### src/rtl/arb_pkg.sv
// Shared types for the fetch/data memory arbiter: FSM state encoding and
// the served-port selector.
package arb_pkg;

    typedef enum logic [1:0] {
        IDLE  = 2'd0,
        DATA  = 2'd1,
        FETCH = 2'd2,
        DONE  = 2'd3
    } arb_state_e;

    typedef enum logic {
        SEL_D = 1'b0,
        SEL_I = 1'b1
    } port_sel_e;

endpackage

### src/rtl/arb_watchdog.sv
// Wait-cycle counter for an outstanding memory access. Held clear while
// start is high; counts cycles with ready low. expired is raised in the
// wait cycle whose edge brings the count to TIMEOUT, so the FSM leaves on
// that same edge.
module arb_watchdog #(
    parameter int unsigned TIMEOUT = 255
) (
    input  logic clock,
    input  logic reset,
    input  logic start,
    input  logic ready,
    output logic expired
);

    localparam int unsigned CW = $clog2(TIMEOUT + 1);

    logic [CW-1:0] cnt_q, cnt_d;

    // Next count: clear on start, otherwise count unready cycles up to TIMEOUT.
    always_comb begin
        cnt_d = cnt_q;
        if (start) begin
            cnt_d = '0;
        end else if (!ready && (cnt_q != CW'(TIMEOUT))) begin
            cnt_d = cnt_q + 1'b1;
        end
    end

    // Counter register.
    always_ff @(posedge clock) begin
        if (reset) cnt_q <= '0;
        else       cnt_q <= cnt_d;
    end

    assign expired = !ready && (cnt_q == CW'(TIMEOUT - 1));

endmodule

### src/rtl/mem_arbiter.sv
// Arbiter sharing one single-port memory between the instruction-fetch
// port and the data port. Data wins ties; each access runs
// IDLE -> DATA/FETCH -> DONE -> IDLE and pulses the served port's valid
// in DONE. Optional macro ARB_TIMEOUT_EN adds a wait-cycle watchdog that
// abandons a stuck access, returns zero read data and pulses err.
module mem_arbiter
    import arb_pkg::*;
#(
    parameter int unsigned XLEN    = 32,
    parameter int unsigned TIMEOUT = 255
) (
    input  logic            clock,
    input  logic            reset,
    input  logic            if_req,
    input  logic [XLEN-1:0] if_addr,
    output logic [XLEN-1:0] if_rdata,
    output logic            if_valid,
    output logic            if_stall,
    input  logic            d_load,
    input  logic            d_store,
    input  logic [XLEN-1:0] d_addr,
    input  logic [XLEN-1:0] d_wdata,
    output logic [XLEN-1:0] d_rdata,
    output logic            d_valid,
    output logic            d_stall,
    output logic            mem_req,
    output logic            mem_we,
    output logic [XLEN-1:0] mem_addr,
    output logic [XLEN-1:0] mem_wdata,
    input  logic            mem_ready,
    input  logic [XLEN-1:0] mem_rdata,
    output logic            err
);

    arb_state_e      state_q, state_d;
    port_sel_e       sel;
    logic            mem_req_q, mem_req_d;
    logic            mem_we_q, mem_we_d;
    logic [XLEN-1:0] mem_addr_q, mem_addr_d;
    logic [XLEN-1:0] mem_wdata_q, mem_wdata_d;
    logic [XLEN-1:0] if_rdata_q, if_rdata_d;
    logic [XLEN-1:0] d_rdata_q, d_rdata_d;
    logic            if_valid_q, if_valid_d;
    logic            d_valid_q, d_valid_d;
    logic            d_any;

    assign d_any = d_load | d_store;
    assign sel   = (state_q == FETCH) ? SEL_I : SEL_D;

`ifdef ARB_TIMEOUT_EN
    logic wd_expired;
    logic err_q, err_d;

    arb_watchdog #(
        .TIMEOUT (TIMEOUT)
    ) u_watchdog (
        .clock   (clock),
        .reset   (reset),
        .start   (state_q == IDLE),
        .ready   (mem_ready),
        .expired (wd_expired)
    );
`endif

    // Next-state and registered-output logic; everything holds by default.
    always_comb begin
        state_d     = state_q;
        mem_req_d   = mem_req_q;
        mem_we_d    = mem_we_q;
        mem_addr_d  = mem_addr_q;
        mem_wdata_d = mem_wdata_q;
        if_rdata_d  = if_rdata_q;
        d_rdata_d   = d_rdata_q;
        if_valid_d  = 1'b0;
        d_valid_d   = 1'b0;
`ifdef ARB_TIMEOUT_EN
        err_d       = 1'b0;
`endif
        unique case (state_q)
            IDLE: begin
                if (d_any) begin
                    mem_addr_d  = d_addr;
                    mem_wdata_d = d_wdata;
                    mem_we_d    = d_store;   // load+store together is a store
                    mem_req_d   = 1'b1;
                    state_d     = DATA;
                end else if (if_req) begin
                    mem_addr_d  = if_addr;
                    mem_we_d    = 1'b0;
                    mem_req_d   = 1'b1;
                    state_d     = FETCH;
                end
            end
            DATA, FETCH: begin
                if (mem_ready) begin
                    mem_req_d = 1'b0;
                    state_d   = DONE;
                    if (sel == SEL_I) begin
                        if_valid_d = 1'b1;
                        if_rdata_d = mem_rdata;
                    end else begin
                        d_valid_d = 1'b1;
                        if (!mem_we_q) d_rdata_d = mem_rdata;
                    end
                end
`ifdef ARB_TIMEOUT_EN
                else if (wd_expired) begin
                    mem_req_d = 1'b0;
                    state_d   = DONE;
                    err_d     = 1'b1;
                    if (sel == SEL_I) begin
                        if_valid_d = 1'b1;
                        if_rdata_d = '0;
                    end else begin
                        d_valid_d = 1'b1;
                        if (!mem_we_q) d_rdata_d = '0;
                    end
                end
`endif
            end
            DONE: begin
                state_d = IDLE;
            end
            default: begin
                state_d = IDLE;
            end
        endcase
    end

    // State and output registers; reset abandons any in-flight access.
    always_ff @(posedge clock) begin
        if (reset) begin
            state_q     <= IDLE;
            mem_req_q   <= 1'b0;
            mem_we_q    <= 1'b0;
            mem_addr_q  <= '0;
            mem_wdata_q <= '0;
            if_rdata_q  <= '0;
            d_rdata_q   <= '0;
            if_valid_q  <= 1'b0;
            d_valid_q   <= 1'b0;
        end else begin
            state_q     <= state_d;
            mem_req_q   <= mem_req_d;
            mem_we_q    <= mem_we_d;
            mem_addr_q  <= mem_addr_d;
            mem_wdata_q <= mem_wdata_d;
            if_rdata_q  <= if_rdata_d;
            d_rdata_q   <= d_rdata_d;
            if_valid_q  <= if_valid_d;
            d_valid_q   <= d_valid_d;
        end
    end

`ifdef ARB_TIMEOUT_EN
    // Timeout error pulse, aligned with the valid of the abandoned access.
    always_ff @(posedge clock) begin
        if (reset) err_q <= 1'b0;
        else       err_q <= err_d;
    end
    assign err = err_q;
`else
    logic unused_timeout;
    assign unused_timeout = (TIMEOUT != 0);
    assign err = 1'b0;
`endif

    assign mem_req   = mem_req_q;
    assign mem_we    = mem_we_q;
    assign mem_addr  = mem_addr_q;
    assign mem_wdata = mem_wdata_q;
    assign if_rdata  = if_rdata_q;
    assign d_rdata   = d_rdata_q;
    assign if_valid  = if_valid_q;
    assign d_valid   = d_valid_q;
    assign if_stall  = if_req & ~if_valid_q;
    assign d_stall   = d_any & ~d_valid_q;

endmodule

### config.mk
export PLATFORM = sky130hd
export DESIGN_NAME = mem_arbiter
export DESIGN_NICKNAME = d
export VERILOG_FILES = /design/src/rtl/arb_pkg.sv /design/src/rtl/arb_watchdog.sv /design/src/rtl/mem_arbiter.sv
export SDC_FILE = /design/constraint.sdc
export NUM_CORES = 1
export LEC_CHECK = 0
export ABC_AREA = 1
export ABC_CLOCK_PERIOD_IN_PS = 2300
export BUFFER_PORTS_ARGS = -buffer_cell sky130_fd_sc_hd__buf_2
export CAP_MARGIN = 20
export CORE_MARGIN = 4
export CORE_UTILIZATION = 49
export CTS_CLUSTER_DIAMETER = 50
export DETAILED_ROUTE_END_ITERATION = 16
export GPL_ROUTABILITY_DRIVEN = 1
export PLACE_DENSITY = 0.83
export SLEW_MARGIN = 20
export SYNTH_ARGS = -nofsm -noshare
export SYNTH_HDL_FRONTEND = slang
export SYNTH_SLANG_ARGS = --single-unit
### constraint.sdc
create_clock -name clock -period 2.3 [get_ports clock]
set_input_delay 0.345 -clock clock [delete_from_list [all_inputs] [get_ports clock]]
set_output_delay 0.345 -clock clock [all_outputs]
set_load 0.005 [all_outputs]
==> results of run 1 <==
-- power breakdown --
part / leakage (nW) / switching [W] / internal, W
logic: 2.55 / 0.00200 / 0.00136
registers: 1.10 / 0.000344 / 0.00308
clock network: 0.267 / 0.00101 / 0.00153
-- critical path: stages, from the launching register on --
cell	delay, ns
dfxtp_1	0.35
inv_1	0.08
ha_1	0.32
nand2_1	0.11
inv_1	0.09
nand2_1	0.07
inv_1	0.05
buf_4	0.31
nor2_1	0.07
nor2_1	0.11
-- state kept, by name (all words and copies together) (netlist names) --
signal,cells
mem_req,1
if_valid,1
mem_wdata,32
state_q,2
mem_addr,32
mem_we,1
if_rdata,32
d_valid,1
d_rdata,32
-- kinds of logic after synthesis --
group | count (synthesis) | share of synthesized area, %
AO/OA/AOI/OAI | 100 | 9.385
adder cells (fa/ha/maj) | 4 | 0.9386
buffers and inverters | 91 | 7.532
AND/OR/NAND/NOR | 447 | 31.77
other | 1 | 0.07032
flip-flops | 134 | 50.30
-- cell type report --
type	count	area, µm²	share of cell area, %
Sequential cell	134	2683	36.68
Clock inverter	12	116.4	1.591
Inverter	45	168.9	2.310
Multi-Input combinational cell	552	2251	30.78
Clock buffer	20	455.4	6.228
Tap cell	136	170.2	2.327
Timing Repair Buffer	278	1469	20.09
-- cells in the final DEF (no fill, tap or decap) --
cell type   netlist  final
nor2_4            1      1
nor2_1          264    264
nand2_2           2      3
conb_1            1      1
clkbuf_16         0     16
clkinvlp_4        0      5
clkbuf_8          0      4
inv_2             1      2
buf_12            0      4
o21ai_0          98     98
ha_1              4      4
buf_4             9      7
inv_6             0      4
buf_2            15    267
dfxtp_1         134    134
nand3_1           2      2
a21oi_1           2      2
bufinv_16         0      1
nor3_1            1      1
clkinv_2          0      1
inv_1            44     43
clkinv_4          0      1
nand2_1         177    176
-- layer usage --
layer / wire, µm / vias to the layer above
li1: - / 2867
met1: 5824 / 2335
met2: 7192 / 199
met3: 1399 / 23
met4: 308 / 0
met5: 0 / -
-- metrics by stage --
step	utilization (%)	instance area, µm²	total power, W	std cells	hold slack, ns
4_1_cts	69.90	7313	0.009423	1177	0.04434
2_1_floorplan	-	5333	0.005607	777	0.4141
5_1_grt	69.90	7313	0.01015	1177	0.04086
6_report	69.90	7313	0.009331	1177	0.07219
3_3_place_gp	64.43	6741	0.006769	1145	0.4334
3_5_place_dp	64.43	6741	0.006855	1145	0.4336
-- how the worst max path moves through the flow --
stage	startpoint	end	cells past startpoint
after floorplan	state_q[1]$_SDFFE_PP0P_	d_rdata[10]$_SDFFE_PP0P_	9
after global placement	state_q[1]$_SDFFE_PP0P_	d_rdata[10]$_SDFFE_PP0P_	9
after detailed placement	d_store	mem_wdata[24]$_SDFFE_PP0P_	7
after CTS	state_q[1]$_SDFFE_PP0P_	d_rdata[29]$_SDFFE_PP0P_	9
after global routing	state_q[1]$_SDFFE_PP0P_	d_rdata[23]$_SDFFE_PP0P_	9
final	state_q[1]$_SDFFE_PP0P_	d_rdata[22]$_SDFFE_PP0P_	9
==> reports/results.ini, run 1 <==
[global_routing]
grt_busiest_layer = met2
met3_usage_pct = 8.625
grtUsageMet1_pct = 26.28
grt_pass1_vias = 5072
grt_antenna_before_repair = 0
grt_usage_pct = 22.86
gr-total-overflow = 0
grt_max_degree = 66
use_met2_pct = 38.82
grt_pass1_wl_um = 23870

[synthesis]
syn-num-nets = 915
synthArstFlopShare_pct = 0
ys_ff_latch = 134
syn_inst = 777
synth_top_cells_by_count = nor2_1, nand2_1, dfxtp_1
synth_edf_count = 0
synth_most_common_cell = nor2_1
synth_area_leaders = dfxtp_1, nor2_1, nand2_1
yosys_warnings = 0
synth_cell_type_count = 18
synth_top_area_cell = dfxtp_1
synth_top_area_share_pct = 50.31
syn_area_um2 = 5333
seq_area_frac_synth_pct = 50.31
avgSynthCellArea_um2 = 6.863
synth_ff_type = dfxtp_1

[placement]
post-place-ws_ns = 0.6656
hpwl_um = 10860
io_buffer_count = 267
gp_congestion = 0.8128

[pwr]
leakagePower_nw = 3.917
peakVddDrop_mv = 0.7422
p_per_area_nw_per_um2 = 1276

[clock_tree]
cts_sinks = 134
ctsResizeCount = 0
cts_hold_buf = 0
insertion_delay_ns = 0.49
clk_pin_slew_ns = 0.06
post_cts_buffers = 0
cts_tree = yes
cts_buffer_depth = 2
root_buffer = clkbuf_8
cts_buffers = 17
cts.htree.levels = 4

[floorplanning]
fp.dieH_um = 112.3
initial_core_util_pct = 50.97
die-area_um2 = 12620
design.core.area_um2 = 10460
rows = 37
die_w_um = 112.3
pin_count = 269

[worst_setup_path]
r2r_slack_ns = 0.68
worstPathMaxFanout = 32
worstPathArrival_ns = 2.05
critPathKind = register to register
reg2reg_depth = 9
critPathRequiredTime_ns = 2.73
reg2reg_from = state_q[1]$_SDFFE_PP0P_
cp-end-kind = register
startpoint_type = register
r2r-end = d_rdata[22]$_SDFFE_PP0P_

[detailed_routing]
drcViolationCount = 0
ant_nets = 0
wl_per_cell_um = 12.51
vias = 5424
drt_iter0_drc = 319
firstDrtPassIters = 4
viasPerCell = 4.608
finalWirelength_um = 14720

[min_path]
whs_path_depth = 2
hold_path.class = input port to register
hold_end = mem_we$_SDFFE_PP0P_
worstHoldStart = reset

[timing]
fin_ws_ns = 0.6758
tightest_slew_ns = 0.5458
rsz0062_at_grt = no
slew_headroom_pct = 63.56
drv_slew = 0
final.setup.tns_ns = 0
hold_viol_final = 0
fmax_mhz = 615.7
period_share_pct = 70.62
fin_crit_ns = 1.624
skew_ns = 0.01234
setup_viol = 0

[job]
drv_cap = 0

[finish]
syn_to_final_growth_pct = 37.14
n_antenna_cell = 0
layout-drive-gt1-share_pct = 30.36
finalNetCount = 1166
num-fill-cells = 941

[status]
status = finished clean

No activity file was read; power rests on OpenSTA's default activity.
==> run 2: changes to the inputs <==
- ABC_CLOCK_PERIOD_IN_PS: 2300 -> 1600
- CORE_UTILIZATION: 49 -> 46
- PLACE_DENSITY: 0.83 -> 0.79
- clock period: 2.3 -> 1.6 ns (I/O delays scaled with it)
==> reports/results.ini, run 2 (synthesis gave the netlist of run 1 again) <==
[status]
status = finished clean

[global_routing]
grt_usage_pct = 20.89
grt_pass1_wl_um = 22460
grt_antenna_before_repair = 1
grt_pass1_vias = 4847
grt_max_degree = 108
gr-total-overflow = 0

[min_path]
hold_path.class = input port to register

[finish]
fin_cells = 1190
finalNetCount = 1172
syn_to_final_growth_pct = 39.96
final_cell_mix = buf_2, nor2_1, nand2_1
num-fill-cells = 1071
final_common_cell = buf_2
layout-drive-gt1-share_pct = 30.88
finalCoreUtilization_pct = 65.64

[clock_tree]
cts_sinks = 134
cts_buffer_depth = 2
cts_hold_buf = 0
cts_tree = yes
root_buffer = clkbuf_16
ctsResizeCount = 0
cts_buffers = 17
cts.htree.levels = 4
post_cts_buffers = 0
insertion_delay_ns = 0.40
clk_pin_slew_ns = 0.06

[timing]
hold_viol_final = 0
setup_viol = 0
rsz0062_at_grt = no
fin_ws_ns = 0.1185
skew_ns = 0.01100
drv_slew = 0
fmax_mhz = 675.0
period_share_pct = 92.60
final.setup.tns_ns = 0
fin_crit_ns = 1.482

[floorplanning]
initial_core_util_pct = 46.90
die-area_um2 = 13380
pin_count = 269
rows = 39
fp.dieH_um = 115.7
die_w_um = 115.7
design.core.area_um2 = 11370

[detailed_routing]
ant_nets = 0
drcViolationCount = 0
finalWirelength_um = 14940
firstDrtPassIters = 6
drt_iter0_drc = 257
viasPerCell = 4.561
vias = 5428
wl_per_cell_um = 12.55

[worst_setup_path]
cp_slowest_cell = dfxtp_1
r2r_slack_ns = 0.12
crit_path_max_incr_delay_ns = 0.29
crit_family = buffers and inverters
worstPathMaxFanout = 16
path_cells = inv_1 -> ha_4 -> nand2_1 -> inv_1 -> nand2_2 -> inv_2 -> clkbuf_16 -> nor2_1 -> nor2_1
critPathRequiredTime_ns = 1.89
critPathKind = register to register
cp-end-kind = register
startpoint_type = register
critPathBufInv = 4
worstPathArrival_ns = 1.78

[placement]
dp_cells = 1157
hpwl_um = 10900
gp_congestion = 0.7881
io_buffer_count = 267
post-place-ws_ns = 0.01257

[pwr]
combPwrFrac_pct = 36.8
swShare_pct = 34.58
p_int_w = 0.009231
seqPwrFrac_pct = 34.9
peakVddDrop_mv = 1.040
switchingPower_w = 0.004878
p_per_area_nw_per_um2 = 1890
share_clk_of_total_power_pct = 28.3
leakagePower_nw = 3.982

[job]
drv_cap = 0

[run 2: changes by cell type in the layout (fill, tap and decap cells not counted), moves of 2 or more]
cell | previous run | this run
bufinv_16 | 1 | 4
clkinv_4 | 1 | 4
o21ai_1 | 0 | 13
o21ai_0 | 98 | 85
clkinvlp_4 | 5 | 2
clkbuf_1 | 0 | 2
buf_4 | 7 | 10
clkbuf_16 | 16 | 18
inv_6 | 4 | 0
clkbuf_8 | 4 | 0
[run 2: metrics by stage]
stage	cell area (µm²)	total power (W)	hold WS (ns)
2_1_floorplan	5333	0.008061	0.3091
3_3_place_gp	6800	0.009933	0.4308
3_5_place_dp	6800	0.01005	0.4393
4_1_cts	7413	0.01408	0.03674
5_1_grt	7463	0.01525	0.04229
6_report	7463	0.01411	0.04775
[run 2: power groups by stage]
stage	combinational [W]	clock, W	sequential (W)
2_1_floorplan	0.00297	0	0.00509
3_3_place_gp	0.00500	0	0.00494
3_5_place_dp	0.00507	0	0.00498
4_1_cts	0.00509	0.00407	0.00493
5_1_grt	0.00598	0.00422	0.00505
6_report	0.00519	0.00399	0.00492
[run 2: worst paths after layout]
path / startpoint / endpoint / cells after the start
setup / recovery: state_q[0]$_SDFFE_PP0P_ / d_rdata[23]$_SDFFE_PP0P_ / 9
setup reg to reg: state_q[0]$_SDFFE_PP0P_ / d_rdata[23]$_SDFFE_PP0P_ / 9
hold / removal: reset / mem_we$_SDFFE_PP0P_ / 2
hold reg to reg: mem_req$_SDFFE_PP0P_ / mem_req$_SDFFE_PP0P_ / 2
[run 2: layer usage]
layer | up-vias | GRT usage (%) | part of all wire [%]
met2 | 202 | 36.00 | 48
met4 | 0 | 6.187 | 1.5
li1 | 2882 | - | -
met1 | 2327 | 23.94 | 39
met3 | 17 | 8.460 | 11
met5 | - | 0 | 0
[run 2: area by class of cell]
type                    instances  area, µm²  share of cell area (%)
flip-flops and latches        134       2684                   35.96
multi-input cells             552       2266                   30.36
repair buffers                284       1548                   20.74
clock buffers                  19      432.9                   5.800
clock inverters                12      180.2                   2.414
well taps                     143      178.9                   2.397
inverters                      45      171.4                   2.297
diodes                          1      2.502                 0.03353
[run 2: worst reg2reg max path, stage by stage (launching register included)]
cell and delay [ns]:
dfxtp_1 0.29, inv_1 0.17, ha_4 0.24, nand2_1 0.10, inv_1 0.07, nand2_2 0.09, inv_2 0.07, clkbuf_16 0.18
nor2_1 0.11, nor2_1 0.05
